$ cat src/rtl/branch_target_buffer.sv
// Fully associative branch target buffer with 2-bit saturating direction counters.
// Combinational lookup for IF-stage next-PC selection, one resolved update per cycle from EX.
module branch_target_buffer #(
    parameter int         WIDTH    = 32,
    parameter int         ENTRIES  = 8,
    parameter logic [1:0] CNT_INIT = 2'd2
) (
    input  logic                         clk,
    input  logic                         rst,
    input  logic                         flush,
    input  logic [WIDTH-1:0]             lookup_pc,
    output logic                         predict_taken,
    output logic [WIDTH-1:0]             predict_target,
    input  logic                         upd_valid,
    input  logic [WIDTH-1:0]             upd_pc,
    input  logic [WIDTH-1:0]             upd_target,
    input  logic                         upd_taken,
    output logic [$clog2(ENTRIES):0]     occupancy
);

    localparam int IDXW = $clog2(ENTRIES);
    localparam int TAGW = WIDTH - 2;
    localparam int OCCW = IDXW + 1;

    logic [ENTRIES-1:0] valid_q, valid_d;
    logic [TAGW-1:0]    tag_q    [ENTRIES];
    logic [TAGW-1:0]    tag_d    [ENTRIES];
    logic [WIDTH-1:0]   target_q [ENTRIES];
    logic [WIDTH-1:0]   target_d [ENTRIES];
    logic [1:0]         cnt_q    [ENTRIES];
    logic [1:0]         cnt_d    [ENTRIES];
    logic [IDXW-1:0]    ptr_q, ptr_d;
    logic [OCCW-1:0]    occ_q, occ_d;

    logic               lk_hit, up_hit, free_any;
    logic [IDXW-1:0]    lk_idx, up_idx, free_idx, victim;

    // Byte offset bits never take part in tag compare.
    logic unused_pc_bits;
    assign unused_pc_bits = ^{lookup_pc[1:0], upd_pc[1:0]};

    always_comb begin
        lk_hit = 1'b0;
        lk_idx = '0;
        up_hit = 1'b0;
        up_idx = '0;
        for (int i = 0; i < ENTRIES; i++) begin
            if (valid_q[i] && (tag_q[i] == lookup_pc[WIDTH-1:2])) begin
                lk_hit = 1'b1;
                lk_idx = IDXW'(i);
            end
            if (valid_q[i] && (tag_q[i] == upd_pc[WIDTH-1:2])) begin
                up_hit = 1'b1;
                up_idx = IDXW'(i);
            end
        end
    end

    // Descending scan so the lowest free index is the one that sticks.
    always_comb begin
        free_any = 1'b0;
        free_idx = '0;
        for (int i = ENTRIES - 1; i >= 0; i--) begin
            if (!valid_q[i]) begin
                free_any = 1'b1;
                free_idx = IDXW'(i);
            end
        end
    end

    assign predict_taken  = lk_hit && cnt_q[lk_idx][1];
    assign predict_target = lk_hit ? target_q[lk_idx] : (lookup_pc + WIDTH'(4));
    assign occupancy      = occ_q;

    always_comb begin
        valid_d  = valid_q;
        tag_d    = tag_q;
        target_d = target_q;
        cnt_d    = cnt_q;
        ptr_d    = ptr_q;
        occ_d    = occ_q;
        victim   = free_any ? free_idx : ptr_q;
        if (upd_valid) begin
            if (up_hit) begin
                if (upd_taken) begin
                    cnt_d[up_idx]    = (cnt_q[up_idx] == 2'd3) ? 2'd3 : (cnt_q[up_idx] + 2'd1);
                    target_d[up_idx] = upd_target;
                end else begin
                    cnt_d[up_idx]    = (cnt_q[up_idx] == 2'd0) ? 2'd0 : (cnt_q[up_idx] - 2'd1);
                end
            end else if (upd_taken) begin
                // Filling a hole grows occupancy; replacing a live entry advances round-robin.
                if (free_any) begin
                    occ_d = occ_q + OCCW'(1);
                end else begin
                    ptr_d = ptr_q + IDXW'(1);
                end
                valid_d[victim]  = 1'b1;
                tag_d[victim]    = upd_pc[WIDTH-1:2];
                target_d[victim] = upd_target;
                cnt_d[victim]    = CNT_INIT;
            end
        end
    end

    always_ff @(posedge clk) begin
        if (rst) begin
            valid_q <= '0;
            ptr_q   <= '0;
            occ_q   <= '0;
            for (int i = 0; i < ENTRIES; i++) begin
                tag_q[i]    <= '0;
                target_q[i] <= '0;
                cnt_q[i]    <= 2'd0;
            end
        end else if (flush) begin
            valid_q <= '0;
            ptr_q   <= '0;
            occ_q   <= '0;
        end else begin
            valid_q  <= valid_d;
            tag_q    <= tag_d;
            target_q <= target_d;
            cnt_q    <= cnt_d;
            ptr_q    <= ptr_d;
            occ_q    <= occ_d;
        end
    end

endmodule

$ cat config.mk
export PLATFORM = sky130hd
export DESIGN_NAME = branch_target_buffer
export DESIGN_NICKNAME = d
export VERILOG_FILES = /design/src/rtl/branch_target_buffer.sv
export SDC_FILE = /design/constraint.sdc
export NUM_CORES = 2
export LEC_CHECK = 0
export CAP_MARGIN = 20
export CORE_ASPECT_RATIO = 1.4
export CORE_UTILIZATION = 61
export CTS_CLUSTER_DIAMETER = 120
export DETAILED_ROUTE_END_ITERATION = 8
export HOLD_SLACK_MARGIN = 0.12
export PLACE_DENSITY_LB_ADDON = 0.1
export SLEW_MARGIN = 10
export SYNTH_ARGS = -nofsm -noshare
export SYNTH_HDL_FRONTEND = slang
export SYNTH_SLANG_ARGS = --single-unit
$ cat constraint.sdc
create_clock -name clk -period 4.8 [get_ports clk]
set_input_delay 0.72 -clock clk [delete_from_list [all_inputs] [get_ports clk]]
set_output_delay 0.72 -clock clk [all_outputs]
set_load 0.005 [all_outputs]
---- Yosys cells after proc, flatten, opt, wreduce, memory -nomap -nowiden ----
Cells that the tools add are included.
word-level totals
  register bits after elaboration ......... 527
  latch bits .............................. 0
  memory bits (writable) .................. 0
  bits in read-only memories .............. 0
  bits of input ports ..................... 101
  output and inout bits ................... 37
  logic and storage cells ................. 177
  memories kept ........................... 0
cells by class
  $add $sub $neg .......................... 5
  multiply operators ...................... 0
  divide/modulo/power cells ............... 0
  magnitude comparators ................... 7
  equality and inequality tests ........... 17
  shift-type cells ........................ 0
  mux-type cells .......................... 82
  bitwise gates (word level) .............. 10
  reduce and logical (&&, ||, !) cells .... 29
operator list
  kind                   count
  $mux 256               3
  $bwmux 256             2
  $eq 30x30->1           16
  $bwmux 240             1
  $demux 32 s3           2
  $mux 32                5
  $bmux 32 s3            1
  $demux 30 s3           1
  $mux 3                 21
  $mux 16                3
  $add 32x3->32 const B  1
  $bwmux 16              2
  $mux 30                1
  $mux 1                 27
  $logic_and 1x1->1      20
  $mux 2                 8
  $or 8x8->8             2
  $bmux 2 s3             2
  $demux 2 s3            2
  $ge 4x4->1 const B     3
  $not 3->4              3
  $reduce_and 4->1       3
  $reduce_and 3->1       3
  $and 8x8->8            1
  14 further kinds       17

---- Logic depth before layout (Yosys ltp) ----
  depth after elaboration ................. 18
  mapped depth ............................ 14
  depth with buffers taken out ............ 11

---- Worst setup path after synthesis ----
Ideal clock, no wire load.
  path type ............................... input-to-output
  start point ............................. in lookup_pc[2]
  end point ............................... out predict_target[24]
  arrival ................................. 3.418 ns
  data required time ...................... 4.080 ns
  slack ................................... 0.662 ns
  cell stages on the path ................. 13
  path buffers ............................ 3
  path through ............................ buf_2 > xnor2_1 > or4bb_1 > or4_1 > or2_1 > a211oi_1 > nor2_1 > buf_2 > buf_4 > a211oi_1 > a21oi_1 > o211ai_1 > o21ai_1
on the way
  longest elaborated chain between the ends .. 14
  elaborated cells on any way between the ends .. 37
  those cells by class .................... add/sub: 1; eq/ne: 8; mux: 19; bitwise: 1; reduce/logical: 8
ends and longest elaborated chain
  what                                        RTL line  RTL
  start: declaration                          11        input logic [WIDTH-1:0] lookup_pc,
  $eq 30x30->1                                48        if (valid_q[i] && (tag_q[i] == lookup_pc[WIDTH-1:2])) begin
  $logic_and 1x1->1                           48
  $mux 1                                      48
  $mux 3 (6 in a row)                         48
  $not 3->4 (implied by the code)             72        assign predict_target = lk_hit ? target_q[lk_idx] : (lookup_pc + WIDTH'(4));
  $bmux 32 s3                                 72
  $mux 32 (implied by the code) (2 in a row)  72
  $mux 32 (*)                                 72
  end: declaration                            13        output logic [WIDTH-1:0] predict_target,
Every way passes the cells marked *; elsewhere a longest branch is shown, timed or not. The select of a mux whose other input is x is not followed.

---- Final worst setup path ----
  start point ............................. in lookup_pc[16]
  end point ............................... out predict_target[13]
Same word-level chain as after synthesis.

==> results.sh <==
export IMPL_status="complete, but fails checks"
export IMPL_violations="DRC, setup timing"
export IMPL_synth_edf_count=0
export IMPL_vdd_drop_max_v=0.000305
export IMPL_nNetsFinal=4031
export IMPL_place_congestion=1.04
export IMPL_synthMuxAreaShare_pct=15.5
export IMPL_arrival_ns=5.38
export IMPL_cts_root_buf="clkbuf_16"
export IMPL_antenna_found_initial=14
export IMPL_layout_common_cells="dfxtp_1, buf_4, nor2_1"
export IMPL_crit_slowest_cell="a211oi_1"
export IMPL_htree_levels=2
export IMPL_skew_ns=0.0375
export IMPL_grt_overflow=0
export IMPL_dieArea_mm2=0.0489
export IMPL_tritoncts="done"
export IMPL_power_uw=10200
export IMPL_synth_seq_cells=527
export IMPL_critPathKind="in2out"
export IMPL_drive_gt1_share_pct=22.9
export IMPL_postSynthAreaPerCell_um2=8.44
export IMPL_cp_cell_sequence="clkdlybuf4s50_1 > buf_6 > xnor2_2 > nand4b_1 > or4_4 > or2_4 > a211oi_4 > buf_4 > nor2_4 > buf_12 > buf_12 > buf_12 > buf_16 > a211oi_1 > a21oi_1 > a21oi_1 > o21ai_2 > buf_2"
export IMPL_synthAdderAreaFrac_pct=0.167
export IMPL_reg2reg_from="tag_q[176]"
export IMPL_slew_headroom_pct=19.4
export IMPL_grt_max_degree=211
export IMPL_clock_latency_ns=0.65
export IMPL_grtUsageTotal_pct=51.3
export IMPL_tightest_slew_ns=1.18
export IMPL_critPathTopFamily="compound AO/OA/AOI/OAI gates"
export IMPL_ys_seq_area_share_pct=36.0
export IMPL_initial_core_util_pct=62.1
export IMPL_yosys_top_cells_area="dfxtp_1, mux2i_1, xnor2_1"
export IMPL_setup_viol=39
export IMPL_grt_pass1_wl_um=188000
export IMPL_hold_class="reg2reg"
export IMPL_drt_initial_drc_count=5124
export IMPL_io_pin_count=138
export IMPL_routed_wl_um=147000
export IMPL_synth_simple_area_share_pct=20.1
export IMPL_num_vias=32600
export IMPL_stdcell_area_mm2=0.0385
export IMPL_synth_xor_area_share_pct=15.4
export IMPL_dieWidth_um=187
export IMPL_design_core_area_mm2=0.0472
export IMPL_die_h_um=261
export IMPL_clock_path_buffers=3
export IMPL_final_common_cell="dfxtp_1"
export IMPL_start_kind="input port"
export IMPL_min_from="cnt_q[8]"
export IMPL_cp_buffers_inverters=8
export IMPL_clk_pin_slew_ns=0.07
export IMPL_synth_cell_types=67
export IMPL_period_share_pct=127
export IMPL_fmax_ghz=0.164
export IMPL_hpwlAfterDp_um=84200
export IMPL_netlist_area_mm2=0.0293
export IMPL_synthCells=3469
export IMPL_synthToLayoutAreaGrowth_pct=31.5
export IMPL_synth_flop_cell="dfxtp_1"
export IMPL_grt_pass1_vias=30700
export IMPL_power_density_mw_per_mm2=265
export IMPL_slowest_delay_ns=0.87
export IMPL_rows=94
export IMPL_synth_compound_area_share_pct=7.83
export IMPL_grt_setup_unrepaired="true"
export IMPL_crit_start="lookup_pc[16]"
export IMPL_drc=54
export IMPL_cts_sinks=527
export IMPL_critical_path_required_ns=4.08
export IMPL_synth_net_count=3573
export IMPL_critPathCaptureType="primary output"
export IMPL_leakagePower_uw=0.0147
export IMPL_crit_top_cell="buf_12"
export IMPL_viasPerCell=7.10
export IMPL_place_area_mm2=0.0344
export IMPL_min_period_ns=6.10
export IMPL_numCtsBuffers=52
export IMPL_post_place_ws_ns=-0.965
export IMPL_synth_top_cell_by_area="dfxtp_1"
export IMPL_async_reset_ff_share_pct=0
export IMPL_final_max_slew_viol_count=0
export IMPL_crit_fanout=6
export IMPL_firstDrtPassIters=9
export IMPL_ant_nets=0
export IMPL_maxCapViolations=0
export IMPL_synth_top_family_by_area="simple AND/OR/NAND/NOR gates"
export IMPL_hold_viol_final=0
export IMPL_yosys_warnings=0
export IMPL_wl_per_cell_um=32.1
export IMPL_portBuffers=135
export IMPL_fin_ws_ns=-1.30
export IMPL_synth_top_area_share_pct=36.0
export IMPL_post_route_util_pct=81.6
synthesized netlist by cell type (all sizes together), types with 8 or more instances:
| cell | number |
|---|---|
| dfxtp | 527 |
| xor2 | 97 |
| inv | 13 |
| and3 | 20 |
| nand3 | 48 |
| mux2 | 33 |
| nand2 | 400 |
| mux2i | 416 |
| xnor2 | 417 |
| clkbuf | 155 |
| nand2b | 9 |
| nor3 | 20 |
| or4 | 22 |
| buf | 146 |
| nor2b | 36 |
| a211oi | 45 |
| nor2 | 434 |
| o211ai | 38 |
| nor4b | 10 |
| a21oi | 229 |
| and2 | 8 |
| nor4 | 48 |
| nand4 | 176 |
| o21ai | 53 |
report_power, final:
part           internal, uW  leakage, uW  switching (uW)
clock                  2420     0.000848            2010
combinational           544      0.00961             818
sequential             4390      0.00425            27.4
total                  7360       0.0147            2850
final timing paths:
check        cells past startpoint                 end  slack [ns]
max                             18  predict_target[13]       -1.30
max reg2reg                     14       target_q[139]        0.17
min reg2reg                      2            cnt_q[8]        0.49
min                              2            cnt_q[8]        0.49
registers in the layout, indices dropped and copies added, names as in the netlist:
register   cells
target_q     256
tag_q        240
cnt_q         16
valid_q        8
occupancy      4
ptr_q          3
cell families after synthesis:
| group | after synthesis |
|---|---|
| mux | 449 |
| buf+inv | 315 |
| flops | 527 |
| xor+xnor | 514 |
| simple gates | 1266 |
| compound gates | 394 |
| fa+ha+maj | 4 |
final cells by class:
type / instances / area, um2
Inverter: 14 / 52.6
Antenna cell: 7 / 17.5
Multi-Input combinational cell: 2629 / 18600
Sequential cell: 527 / 10600
Fill cell: 2622 / 8670
Timing Repair Buffer: 703 / 6760
Tap cell: 624 / 781
Clock buffer: 73 / 1480
Clock inverter: 20 / 259
tightest hold or removal path: cells and delay by family (launching register included):
family	cells	cell delay [ns]
AOI/OAI and AO/OA	1	0.06
DFF	1	0.32
and+or+nand+nor	1	0.06
what timing repair did:
| action | CTS | global route |
|---|---|---|
| endpoints found under the setup margin | 33 | 33 |
| pin swaps | 54 | 85 |
| setup buffers | 44 | 46 |
| gates cloned | 6 | 7 |
| hold buffers | 0 | 0 |
| gates resized for setup | 249 | 222 |
| hold endpoints to repair | 0 | 0 |
metrics by stage:
step | hold WS, ns | TNS, ns | cells
finish | 0.493 | -11.32 | 4597
global route | 0.511 | -13.46 | 4592
CTS | 0.474 | -0.394 | 4539
detailed placement | 0.465 | -38.72 | 4398
global placement | 0.462 | -35.86 | 4397
floorplan | 0.437 | 0 | 3469
layer usage:
layer  share of wire [%]  global-route usage, %  vias up
li1                    -                      -    12800
met4                  14                   51.4       16
met2                  41                   83.2     3425
met3                  14                   11.4     1610
met1                  31                   54.7    14800
met5                0.21                      0        -
(Power assumes the default switching activity.)
